File: config.mk
export PLATFORM = sky130hd
export DESIGN_NAME = vram_pixel_feeder
export DESIGN_NICKNAME = d
export VERILOG_FILES = /design/src/rtl/vram_pixel_feeder.sv
export SDC_FILE = /design/constraint.sdc
export NUM_CORES = 1
export LEC_CHECK = 0
export BUFFER_PORTS_ARGS = -buffer_cell sky130_fd_sc_hd__buf_2
export CORE_AREA = 5 5 217 219
export CTS_CLUSTER_SIZE = 28
export DETAILED_ROUTE_END_ITERATION = 10
export DIE_AREA = 0 0 222 224
export PLACE_DENSITY = 0.58
export SLEW_MARGIN = 25
export SYNTH_ARGS = -nofsm -noshare
export SYNTH_HDL_FRONTEND = slang
export SYNTH_SLANG_ARGS = --single-unit
File: constraint.sdc
create_clock -name clk -period 3.6 [get_ports clk]
set_input_delay 0.72 -clock clk [delete_from_list [all_inputs] [get_ports clk]]
set_output_delay 0.72 -clock clk [all_outputs]
set_load 0.005 [all_outputs]
File: src/rtl/vram_pixel_feeder.sv
// Fetches one H_ACTIVE x V_ACTIVE frame of BGR555 pixels from VRAM and streams them out as
// RGB 12:12:12 through a credit-limited show-ahead FIFO on an en/rdy handshake.
module vram_pixel_feeder #(
  parameter int H_ACTIVE   = 720,
  parameter int V_ACTIVE   = 480,
  parameter int FIFO_DEPTH = 16,
  parameter int ADDR_W     = 19
) (
  input  logic              clk,
  input  logic              rst,
  input  logic              enable,
  input  logic [9:0]        fb_base_x,
  input  logic [8:0]        fb_base_y,
  output logic              vram_req,
  output logic [ADDR_W-1:0] vram_addr,
  input  logic              vram_gnt,
  input  logic              vram_rvalid,
  input  logic [15:0]       vram_rdata,
  output logic [35:0]       pix_data,
  output logic              pix_en,
  input  logic              pix_rdy,
  output logic              frame_start,
  output logic              busy,
  output logic              underflow,
  output logic              rd_err
);
  localparam int TOTAL = H_ACTIVE * V_ACTIVE;
  localparam int XW    = (H_ACTIVE > 1) ? $clog2(H_ACTIVE) : 1;
  localparam int YW    = (V_ACTIVE > 1) ? $clog2(V_ACTIVE) : 1;
  localparam int OW    = (TOTAL > 1) ? $clog2(TOTAL) : 1;
  localparam int PW    = $clog2(FIFO_DEPTH);
  localparam int CW    = PW + 1;

  localparam logic [XW-1:0] X_LAST   = XW'(H_ACTIVE - 1);
  localparam logic [YW-1:0] Y_LAST   = YW'(V_ACTIVE - 1);
  localparam logic [OW-1:0] PIX_LAST = OW'(TOTAL - 1);

  localparam logic [1:0] IDLE  = 2'd0;
  localparam logic [1:0] FETCH = 2'd1;
  localparam logic [1:0] DRAIN = 2'd2;

  logic [1:0]    state;
  logic [9:0]    base_x;
  logic [8:0]    base_y;
  logic [XW-1:0] x_cnt;
  logic [YW-1:0] y_cnt;
  logic [OW-1:0] out_cnt;
  logic [CW-1:0] outstanding;
  logic [CW-1:0] fifo_count;
  logic [PW-1:0] wr_ptr;
  logic [PW-1:0] rd_ptr;
  logic [14:0]   fifo_mem [FIFO_DEPTH];

  logic          accept;
  logic          push;
  logic          pop;
  logic          last_pix;
  logic [9:0]    addr_x;
  logic [8:0]    addr_y;
  logic [14:0]   head;
  logic          unused_bits;

  function automatic logic [11:0] expand5(input logic [4:0] c);
    return {c, c, c[4:3]};
  endfunction

  // Credits cover both in-flight reads and buffered pixels, so a granted read always has a slot.
  assign vram_req = (state == FETCH) && ((outstanding + fifo_count) < CW'(FIFO_DEPTH));
  assign accept   = vram_req && vram_gnt;
  assign push     = vram_rvalid && (outstanding != '0);
  assign pop      = pix_en && pix_rdy;
  assign last_pix = pop && (out_cnt == PIX_LAST);

  // X and Y wrap independently inside the 1024 x 512 VRAM.
  assign addr_x    = base_x + 10'(x_cnt);
  assign addr_y    = base_y + 9'(y_cnt);
  assign vram_addr = ADDR_W'({addr_y, addr_x});

  assign busy        = (state != IDLE);
  assign pix_en      = (fifo_count != '0);
  assign head        = fifo_mem[rd_ptr];
  assign pix_data    = pix_en ? {expand5(head[4:0]), expand5(head[9:5]), expand5(head[14:10])} : '0;
  assign frame_start = pix_en && (out_cnt == '0);
  assign unused_bits = vram_rdata[15];

  always_ff @(posedge clk) begin
    if (push) fifo_mem[wr_ptr] <= vram_rdata[14:0];
  end

  always_ff @(posedge clk or posedge rst) begin
    if (rst) begin
      state       <= IDLE;
      base_x      <= '0;
      base_y      <= '0;
      x_cnt       <= '0;
      y_cnt       <= '0;
      out_cnt     <= '0;
      outstanding <= '0;
      fifo_count  <= '0;
      wr_ptr      <= '0;
      rd_ptr      <= '0;
      underflow   <= 1'b0;
      rd_err      <= 1'b0;
    end else begin
      outstanding <= outstanding + CW'(accept) - CW'(push);
      fifo_count  <= fifo_count + CW'(push) - CW'(pop);
      if (push) wr_ptr <= wr_ptr + PW'(1);
      if (pop) begin
        rd_ptr  <= rd_ptr + PW'(1);
        out_cnt <= out_cnt + OW'(1);
      end

      case (state)
        IDLE: begin
          if (enable) begin
            base_x    <= fb_base_x;
            base_y    <= fb_base_y;
            x_cnt     <= '0;
            y_cnt     <= '0;
            out_cnt   <= '0;
            underflow <= 1'b0;
            rd_err    <= 1'b0;
            state     <= FETCH;
          end
        end
        FETCH: begin
          if (accept) begin
            if (x_cnt == X_LAST) begin
              x_cnt <= '0;
              y_cnt <= y_cnt + YW'(1);
              if (y_cnt == Y_LAST) state <= DRAIN;
            end else begin
              x_cnt <= x_cnt + XW'(1);
            end
          end
        end
        DRAIN: begin
          if (last_pix) begin
            out_cnt <= '0;
            if (enable) begin
              base_x <= fb_base_x;
              base_y <= fb_base_y;
              x_cnt  <= '0;
              y_cnt  <= '0;
              state  <= FETCH;
            end else begin
              state <= IDLE;
            end
          end
        end
        default: state <= IDLE;
      endcase

      // Sticky flags are evaluated last so a same-cycle event wins over the start-of-frame clear.
      if (vram_rvalid && (outstanding == '0)) rd_err <= 1'b1;
      if ((state != IDLE) && (out_cnt != '0) && pix_rdy && !pix_en) underflow <= 1'b1;
    end
  end
endmodule

### Word level (Yosys, flattened, before mapping)

Memories as Yosys holds them, arrays and structs flattened.
Cells that the tools add are included.
Widths: inputs -> output; s select.

| storage, ports and cells | value |
|---|---|
| output and inout bits | 61 |
| flip-flop bits (word level) | 79 |
| memory bits (writable) | 240 |
| memories kept | 1 |
| word-level logic and storage cells | 100 |

| operators by class | value |
|---|---|
| multiplexer cells | 34 |
| eq/ne operators | 10 |
| add/subtract/negate cells | 12 |
| reduce and logical (&&, ||, !) cells | 30 |
| $lt $le $gt $ge | 1 |

Memory list:

| memory | depth | width | read ports | clocked after memory_dff | write ports | line | text |
|---|---|---|---|---|---|---|---|
| fifo_mem | 16 | 15 | 1 | 0 | 1 | 52 | `logic [14:0] fifo_mem [FIFO_DEPTH];` |

Operators by type and width:

| kind | count |
|---|---|
| $mux 10 | 6 |
| $mux 19 | 3 |
| $mux 9 | 6 |
| $pmux 19 s2 | 1 |
| $mux 36 | 1 |
| $pmux 10 s3 | 1 |
| $pmux 9 s3 | 1 |
| $pmux 10 s2 | 1 |
| $add 19x1->19 const B | 1 |
| $eq 19x19->1 const B | 1 |
| $logic_not 19->1 | 1 |
| $reduce_bool 19->1 | 1 |
| $pmux 9 s2 | 1 |
| $reduce_bool 2->1 | 6 |
| $add 10x1->10 const B | 1 |
| $add 10x10->10 | 1 |
| $add 5x1->5 | 2 |
| $eq 10x10->1 const B | 1 |
| $logic_and 1x1->1 | 10 |
| $mux 2 | 5 |
| $reduce_bool 5->1 | 2 |
| $sub 5x1->5 | 2 |
| $add 9x1->9 const B | 1 |
| $add 9x9->9 | 1 |
| other kinds (18) | 30 |

### Longest topological paths before layout

Gate-level depths: netlist of run 1.

| logic depth | value |
|---|---|
| depth after elaboration | 6 |
| depth in mapped cells | 17 |

### Worst setup path before layout of run 1

No wires, ideal clock.

| timing path | value |
|---|---|
| path type | register to output |
| start | reg rd_ptr[0] |
| end | out pix_data[10] |
| buffers on the path | 3 |
| data arrival time | 2216 ps |
| setup slack | 664 ps |
| cell stages (with the launch flop) | 7 |
| cell sequence | dfrtp_1 > clkbuf_1 > buf_2 > mux4_2 > mux4_2 > and2_1 > buf_4 |

| on the way | value |
|---|---|
| cells in the longest elaborated chain, start to end | 2 |

Ends and longest elaborated chain:

| what | line | text |
|---|---|---|
| start, declared | 51 | `logic [PW-1:0] rd_ptr;` |
| start signal, assigned | 109 | `rd_ptr <= rd_ptr + PW'(1);` |
| $mem_v2 16x15 | - |  |
| $mux 36 | 82 | `assign pix_data = pix_en ? {expand5(head[4:0]), expand5(head[9:5]), expand5(head[14:10])} : '0;` |
| end, declared | 19 | `output logic [35:0] pix_data,` |

No other way between the ends.

### Worst setup path in the final report of run 1

| timing path | value |
|---|---|
| start | reg rd_ptr[0] |
| end | out pix_data[18] |

Same word-level chain as after synthesis.

==> results.ini, run 1 <==
[yosys]
syn_nets=1011
yosysWarningCount=0
syn_area_per_cell_um2=15.4
async_flop_share_pct=24.8
postSynthCellCount=925
synth_edf_count=240
synth-seq-area-share_pct=64.5
synthFlopType=edfxtp_1
ys_ff_latch=319
ys_types=62
synth.cell_area_um2=14200

[power_and_ir_drop]
finalPower_mw=12.5
powerDensity_nw_per_um2=749
p_seq_share_pct=38.7
p_int_mw=8.54
p_clk_share_pct=27.5
p_comb_share_pct=33.8
ir_worst_vdd_uv=458
p_leak_nw=6.20
switchingPower_mw=3.96
p_sw_share_pct=31.7

[detailed_routing]
wl_um=31000
num_vias=7935
via_per_inst=4.76
ant_nets=0
first_iter_violations=629
firstDrtPassIters=5
detail_route.wl_per_cell_um=18.6
remaining_drc_errors=0

[cells_and_area]
utilization_pct=37.1
fin_area_um2=16700
finalNonFillerCells=1668
diodes=0
final_nets=1126
layout_common_cells=edfxtp_1, buf_2, nand2_1, dfrtp_1, mux4_2
final_common_cell=edfxtp_1
drive_gt1_share_pct=26.9
area_growth_pct=17.1
nFillCells=4252

[timing]
relSlewSlack_pct=47.4
fin_crit_ns=3.50
tightest_slew_ns=0.789
setup_viol=0
drv_slew=0
fin_ws_ns=0.103
skew_ns=0.0254
finalSetupTns_ns=0
hold_violations=0
max_freq_mhz=286
min_period_over_period_pct=97.1
rsz0062_at_grt=false
fin_hold_ws_ns=0.233

[floorplanning]
dieArea_um2=49700
io_pins=102
start_util_pct=31.7
fp.dieH_um=224
fp.dieW_um=222
rows=78
core_area_um2=44900

[setup_path]
crit_buf_inv=2
critPathRequiredTime_ns=2.88
path_max_fanout=12
worst_path_max_delay_cell=dfrtp_4
worst_ep_arrival_time_ns=2.78
start_kind=register
max_stage_delay_ns=0.62
crit_top_cell=mux4_2
crit_family=multiplexers
criticalPathCategory=reg -> out
path_cells=buf_12 -> mux4_2 -> mux4_2 -> and2_1 -> buf_2
endpoint_kind=output pin

[run]
maxCapViolCount=0

[clocking]
clock-root-buffer=clkbuf_16
clkSinkCount=319
clk_pin_slew_ns=0.06
clkLatencyLatePin_ns=0.55
cts_buffers=36
holdBufCountCts=0
htree_levels=2
tritoncts=built
ctsLongestPathBuffers=3

[global_routing]
grt_pass1_vias=8098
grt_start_max_net_pins=64
antenna_found_initial=3
grt_pass1_wl_um=47500
overflow=0
grtUsageTotal_pct=12.2

[worst_hold_path]
hp-class=in -> async

[place]
dp_hpwl_um=18600
dp_slack_ns=0.519
placed_area_um2=15500
port_buffers=100
gp_congestion=0.774
numPlacedInstances=1601

[outcome]
status=finished clean

state kept, by name, summed over array words and instances, names as in the netlist:
register / count
rd_err: 1
out_cnt: 19
state: 2
wr_ptr: 4
underflow: 1
base_y: 9
outstanding: 5
x_cnt: 10
rd_ptr: 4
fifo_mem: 240
base_x: 10
y_cnt: 9
fifo_count: 5
layer usage:
metal / part of all wire (%) / vias to the layer above / routed length, um / global-route usage, %
met3: 4.9 / 59 / 1530 / 2.61
met1: 44 / 4026 / 13600 / 16.0
met4: 2.3 / 4 / 703 / 3.56
met2: 49 / 158 / 15200 / 20.8
li1: - / 3688 / - / -
met5: 0.087 / - / 27 / 0
cells by family (layout without fill, tap and decap cells):
logic type               count (synthesis)  count (layout)  share of synthesized area, %
adder cells (fa/ha/maj)                 45              45                          4.17
multiplexers                            78              78                          12.1
AND/OR/NAND/NOR                        267             267                          9.52
AO/OA/AOI/OAI                           66              66                          3.17
buffers and inverters                   98             241                          3.30
flip-flops                             319             319                          64.5
XOR/XNOR                                52              52                          3.25
area by class of cell:
class	count	area (um^2)	area share (%)
Sequential cell	319	9190	55.1
Multi-Input combinational cell	508	4650	27.9
Clock buffer	49	1000	6.00
Timing Repair Buffer	132	811	4.86
Tap cell	600	751	4.50
Inverter	43	163	0.975
Clock inverter	17	114	0.683
path summary, 6_finish.rpt:
path / startpoint / to / slack [ns] / cells after the start
max in group asynchronous: rst / base_x[8]$_DFFE_PP0P_ / 2.68 / 3
hold reg to reg: base_x[7]$_DFFE_PP0P_ / base_x[7]$_DFFE_PP0P_ / 0.48 / 2
setup / recovery: rd_ptr[0]$_DFFE_PP0N_ / pix_data[18] / 0.10 / 5
min in group clk: fb_base_x[9] / base_x[9]$_DFFE_PP0P_ / 0.38 / 3
hold / removal: rst / wr_ptr[1]$_DFFE_PP0P_ / 0.23 / 2
setup reg to reg: outstanding[2]$_DFF_PP0_ / outstanding[4]$_DFF_PP0_ / 0.52 / 15
worst reg2reg max path: cells and delay by family, from the launching register on:
kind | cells | cell delay (ns)
adders and majority gates | 4 | 1.06
and+or+nand+nor | 4 | 0.79
buffers and inverters | 5 | 0.53
DFF | 1 | 0.40
xor gates and xnor gates | 1 | 0.12
AOI/OAI and AO/OA | 1 | 0.06
power groups by stage:
stage,Clock (mW),Combinational (mW),Sequential [mW]
after floorplan,0,3.23,4.70
after global placement,0,4.21,4.92
after detailed placement,0,4.27,4.94
after CTS,3.53,4.33,4.84
after global routing,3.68,4.67,4.89
final,3.44,4.22,4.83
synthesized netlist by cell type (14+ instances only):
cell,instances,share of area (%)
edfxtp_1,240,51
nand2_1,86,2.3
dfrtp_1,79,14
mux4_2,75,12
nor2_1,69,1.8
ha_1,41,3.6
inv_1,41,1.1
xnor2_1,34,2.1
and2_1,23,1.0
buf_4,22,1.2
xor2_1,17,1.0
buf_2,15,0.53
clkbuf_1,14,0.37
nand3_1,14,0.49
nor3_1,14,0.49
what timing repair did:
action / CTS / global route
setup endpoints to repair: 14 / 2
buffers inserted: 1 / 0
resized for setup: 0 / 2
pin swaps: 0 / 0
Power figures use the tool's default switching activity.
==> run 2, diff against run 1 <==
- ABC_AREA: not set -> 1
- CORE_AREA: 5 5 217 219 -> 5 5 222 224
- DIE_AREA: 0 0 222 224 -> 0 0 227 229
- PLACE_DENSITY: 0.58 -> 0.57
==> run 2 against run 1 <==
  * Core utilization decreased by 0.94 points
  * Total power increased by 2.0%
  * Clock-buffer cell count decreased by 6
  * Sequential share of layout area decreased by 1.3 points
  * Largest power group unchanged
  * Critical path type unchanged
  * Sequential cell count unchanged
  * Hold slack improved by 0.032 ns
  * Clock skew decreased by 0.012 ns
  * Area after synthesis increased by 4.5%
  * First-iteration DRC count increased by 22%
  * Sequential power decreased by 1%
  * Critical path depth increased by 3
  * Die area increased by 4.5%
==> results.ini, run 2 <==
[timing]
fin_crit_ns=3.37
finalSetupTns_ns=0
max_freq_mhz=297
tightest_slew_ns=0.916
drv_slew=0
skew_ns=0.0130
fin_hold_ws_ns=0.265
relSlewSlack_pct=38.9
hold_violations=0
fin_ws_ns=0.230
setup_viol=0
min_period_over_period_pct=93.6
rsz0062_at_grt=false

[global_routing]
grtUsageTotal_pct=13.6
grt_pass1_vias=10177
antenna_found_initial=2
overflow=0
grt_pass1_wl_um=56300
grt_start_max_net_pins=90

[cells_and_area]
area_growth_pct=14.8
drive_gt1_share_pct=16.1
fin_area_um2=17100
utilization_pct=36.2
final_nets=1530
largest_reg_flops=240
finalNonFillerCells=2085
final_common_cell=edfxtp_1
largest_register=fifo_mem
top_regs=fifo_mem: 240 flops, out_cnt: 19 flops
layout_common_cells=edfxtp_1, nor2_1, nand2_1, o21ai_0, buf_2

[place]
dp_hpwl_um=21700
dp_slack_ns=0.652
gp_congestion=0.778
numPlacedInstances=2021
placed_area_um2=16000
port_buffers=100

[detailed_routing]
first_iter_violations=769
detail_route.wl_per_cell_um=17.3
num_vias=10208
firstDrtPassIters=5
remaining_drc_errors=0
wl_um=36100
via_per_inst=4.90
ant_nets=0

[floorplanning]
io_pins=102
fp.dieH_um=229
rows=80
dieArea_um2=52000
fp.dieW_um=227
start_util_pct=31.5
core_area_um2=47100

[yosys]
synth_commonest_cells=edfxtp_1, nor2_1, nand2_1
async_flop_share_pct=24.8
postSynthCellCount=1361
synth.cell_area_um2=14900
synth_top_area_share_pct=48.5
synth_edf_count=240
ys_types=46
synth_area_leaders=edfxtp_1, dfrtp_1, nor2_1, o21ai_0, nand2_1
syn_nets=1447
yosys.area.top_type=edfxtp_1
yosysMostFrequentCell=edfxtp_1
ys_ff_latch=319
yosysWarningCount=0
syn_area_per_cell_um2=10.9
synth-seq-area-share_pct=61.8
synthFlopType=edfxtp_1

[clocking]
clk_pin_slew_ns=0.06
clkSinkCount=319
holdBufCountCts=0
clock-root-buffer=clkbuf_16
htree_levels=2
ctsLongestPathBuffers=3
cts_buffers=35
tritoncts=built
clkLatencyLatePin_ns=0.52

[run]
maxCapViolCount=0

[setup_path]
critPathRequiredTime_ns=2.88
worst_ep_arrival_time_ns=2.65
criticalPathCategory=reg -> out
worstRegToRegCells=14
endpoint_kind=output pin
start_kind=register
path_max_fanout=89

[power_and_ir_drop]
finalPower_mw=12.7
p_leak_nw=6.68
powerDensity_nw_per_um2=746
ir_worst_vdd_uv=516

[worst_hold_path]
hp-class=in -> async

[outcome]
status=finished clean

==> run 2: per-layer routing <==
layer,GRT usage (%),up-vias,routed length [um]
met5,0,-,11
met4,3.35,2,695
met3,2.51,59,1810
met2,22.1,255,16900
met1,18.8,4977,16700
li1,-,4915,-
==> run 2: timing repair <==
| action | CTS | global route |
|---|---|---|
| endpoints found under the setup margin | 0 | 12 |
| resized for setup | 0 | 3 |
| hold endpoints to repair | 0 | 0 |
| buffers inserted | 0 | 1 |
==> run 2: kinds of logic (layout without fill, tap and decap cells) <==
family / Yosys count / after routing / synth area share (%)
compound gates: 259 / 259 / 10.4
xor+xnor: 54 / 54 / 3.18
fa+ha+maj: 45 / 45 / 3.99
buf+inv: 173 / 281 / 5.52
flops: 319 / 319 / 61.8
other cells: 0 / 1 / 0
simple gates: 511 / 511 / 15.2
==> run 2: path summary, 6_finish.rpt <==
| check | startpoint | endpoint | slack (ns) |
|---|---|---|---|
| worst max-delay path | rd_ptr[0]$_DFFE_PP0N_ | pix_data[22] | 0.23 |
| worst min-delay path | rst | underflow$_DFFE_PP0P_ | 0.26 |
| worst max register to register | outstanding[3]$_DFF_PP0_ | outstanding[4]$_DFF_PP0_ | 0.79 |
| worst min register to register | base_x[0]$_DFFE_PP0P_ | base_x[0]$_DFFE_PP0P_ | 0.48 |
| max in group asynchronous | rst | rd_ptr[0]$_DFFE_PP0N_ | 2.64 |
| min in group clk | fb_base_x[3] | base_x[3]$_DFFE_PP0P_ | 0.43 |
==> run 2: final cells by class <==
type	instances	area, um^2
multi-input cells	869	4910
clock inverters	19	164
fillers	4682	30100
clock buffers	43	916
well taps	615	769
flip-flops and latches	319	9190
diodes	1	2.50
repair buffers	129	779
inverters	90	340
==> run 2: power by group <==
part / internal [mW] / switching, mW / total, mW
clock: 1.97 / 1.46 / 3.43
combinational: 1.62 / 2.92 / 4.54
sequential: 4.46 / 0.306 / 4.77
total: 8.05 / 4.69 / 12.7
==> run 2: worst max-delay path, cell delays in order, from the launching register on <==
cell and delay (ns):
dfrtp_4 0.62, buf_12 0.37, nor2_1 0.09, nor2_1 0.08, o21ai_0 0.09, o211ai_1 0.11
o211ai_1 0.13, a21oi_1 0.39, buf_2 0.19
==> run 3, diff against run 2 <==
- CELL_PAD_IN_SITES_DETAIL_PLACEMENT: not set -> 0
- CELL_PAD_IN_SITES_GLOBAL_PLACEMENT: not set -> 1
- PLACE_DENSITY: 0.57 -> not set
- PLACE_DENSITY_LB_ADDON: not set -> 0.1
==> run 3 against run 2 <==
  * Total power up 4.1%
  * Global-route usage up 1.9 points
  * Maximum frequency up 0.22%
  * Clock power up 12%
  * Combinational power up 3%
  * Cell count up 0.67%
  * Die area unchanged
==> results.ini, run 3 (same netlist as run 2, synthesis figures left out) <==
[outcome]
status=finished clean

[floorplanning]
core_area_um2=47100
start_util_pct=31.5
io_pins=102
fp.dieW_um=227
fp.dieH_um=229
dieArea_um2=52000
rows=80

[timing]
drv_slew=0
finalSetupTns_ns=0
max_freq_mhz=297
rsz0062_at_grt=false
hold_violations=0
setup_viol=0
relSlewSlack_pct=51.2
min_period_over_period_pct=93.4
skew_ns=0.0128
tightest_slew_ns=0.731
fin_crit_ns=3.36

[setup_path]
path_cells=ha_1 -> inv_1 -> fa_1 -> o21ai_0 -> nand4_1 -> o211ai_1 -> xor2_1 -> buf_2
r2r_setup_slack_ns=0.75
r2r-end=outstanding[4]$_DFF_PP0_
critPathRequiredTime_ns=2.88
path_max_fanout=5
worst_path_max_delay_cell=dfrtp_1
start_kind=register
worst_ep_arrival_time_ns=2.64
r2r_start=outstanding[1]$_DFF_PP0_
max_stage_delay_ns=0.42
criticalPathCategory=reg -> out
endpoint_kind=output pin
worstRegToRegCells=16

[detailed_routing]
detail_route.wl_per_cell_um=19.1
via_per_inst=4.80
remaining_drc_errors=0
ant_nets=0
first_iter_violations=469
num_vias=10077
firstDrtPassIters=6
wl_um=40100

[place]
gp_congestion=0.734
dp_hpwl_um=23900
port_buffers=100

[cells_and_area]
largest_register=fifo_mem
layout_common_cells=edfxtp_1, nor2_1, nand2_1, o21ai_0, buf_2
final_common_cell=edfxtp_1
area_growth_pct=16.3
final_nets=1541
drive_gt1_share_pct=16.9
diodes=0
regArea_um2=9190
multi_input_area_um2=4910
top_regs=fifo_mem: 240 flops, out_cnt: 19 flops
nFillCells=4695
largest_reg_flops=240

[clocking]
tritoncts=built
clock-root-buffer=clkbuf_16
htree_levels=2
cts_buffers=38
clkLatencyLatePin_ns=0.55
holdBufCountCts=0
clk_pin_slew_ns=0.06
cts_setup_buffers=0
clkSinkCount=319
ctsLongestPathBuffers=3
cts_resized=0

[power_and_ir_drop]
p_sw_share_pct=36.5
powerDensity_nw_per_um2=767
p_comb_share_pct=35.2
p_seq_share_pct=36.0
p_int_mw=8.43
p_clk_share_pct=28.8
switchingPower_mw=4.84
p_leak_nw=6.81
finalPower_mw=13.3
ir_worst_vdd_uv=510

[global_routing]
grtUsageTotal_pct=15.4
overflow=0
antenna_found_initial=0
grt_pass1_wl_um=61700
grt_start_max_net_pins=123
grt_pass1_vias=10398

[run]
maxCapViolCount=0

[worst_hold_path]
hp-class=in -> async

run 3: changes by cell type in the layout (fill, tap and decap cells not counted), sizes merged:
cell      previous run  this run
buf                129       137
bufinv               2         3
clkbuf              43        50
clkinv              16        19
clkinvlp             3         1
diode                1         0
inv                 88        86
run 3: layer usage:
metal / share of wire, % / GRT usage (%) / vias up
met2: 50 / 27.5 / 172
met5: 0 / 0 / -
met1: 43 / 19.4 / 4899
li1: - / - / 4950
met4: 1.8 / 3.44 / 0
met3: 4.3 / 2.87 / 56
run 3: final cells by class:
class	instances	area share (%)
tap	615	4.45
inverter	90	1.98
sequential	319	53.1
timing repair buffer	137	4.86
clock buffer	50	6.11
clock inverter	19	1.09
multi-input combinational	869	28.4
run 3: critical path: cells and delay by family (launching register included):
family / cells / cell delay [ns]
AOI/OAI and AO/OA: 2 / 0.57
buffers and inverters: 2 / 0.18
and+or+nand+nor: 1 / 0.16
adders and majority gates: 2 / 0.58
xor gates and xnor gates: 1 / 0.18
DFF: 1 / 0.42
run 3: how the worst max path moves through the flow:
stage	start	end	slack, ns	cells past startpoint
2_1_floorplan	rst	base_x[0]$_DFFE_PP0P_	0.86	1
3_3_place_gp	outstanding[1]$_DFF_PP0_	outstanding[4]$_DFF_PP0_	0.71	16
3_5_place_dp	outstanding[1]$_DFF_PP0_	outstanding[4]$_DFF_PP0_	0.69	16
4_1_cts	x_cnt[0]$_DFFE_PP0P_	vram_addr[8]	0.12	8
5_1_grt	rd_ptr[0]$_DFFE_PP0N_	pix_data[18]	0.02	7
6_report	y_cnt[0]$_DFFE_PP0P_	vram_addr[18]	0.24	8
run 3: power groups by stage:
stage / sequential, mW / clock [mW] / combinational, mW
after floorplan: 4.73 / 0 / 3.31
after global placement: 4.84 / 0 / 4.79
after detailed placement: 4.85 / 0 / 4.79
after CTS: 4.78 / 3.95 / 4.82
after global routing: 4.83 / 4.11 / 5.34
final: 4.77 / 3.83 / 4.67
run 3: stage by stage:
step / cell area [um^2] / std cells / hold slack [ns] / util [%] / setup WS [ns]
after CTS: 17300 / 2099 / 0.265 / 36.7 / 0.117
after floorplan: 14900 / 1361 / 0.448 / - / 0.857
final: 17300 / 2099 / 0.254 / 36.7 / 0.237
after global routing: 17300 / 2099 / 0.301 / 36.7 / 0.0152
after global placement: 16000 / 2030 / 0.469 / 34.0 / 0.714
after detailed placement: 16000 / 2030 / 0.468 / 34.0 / 0.693
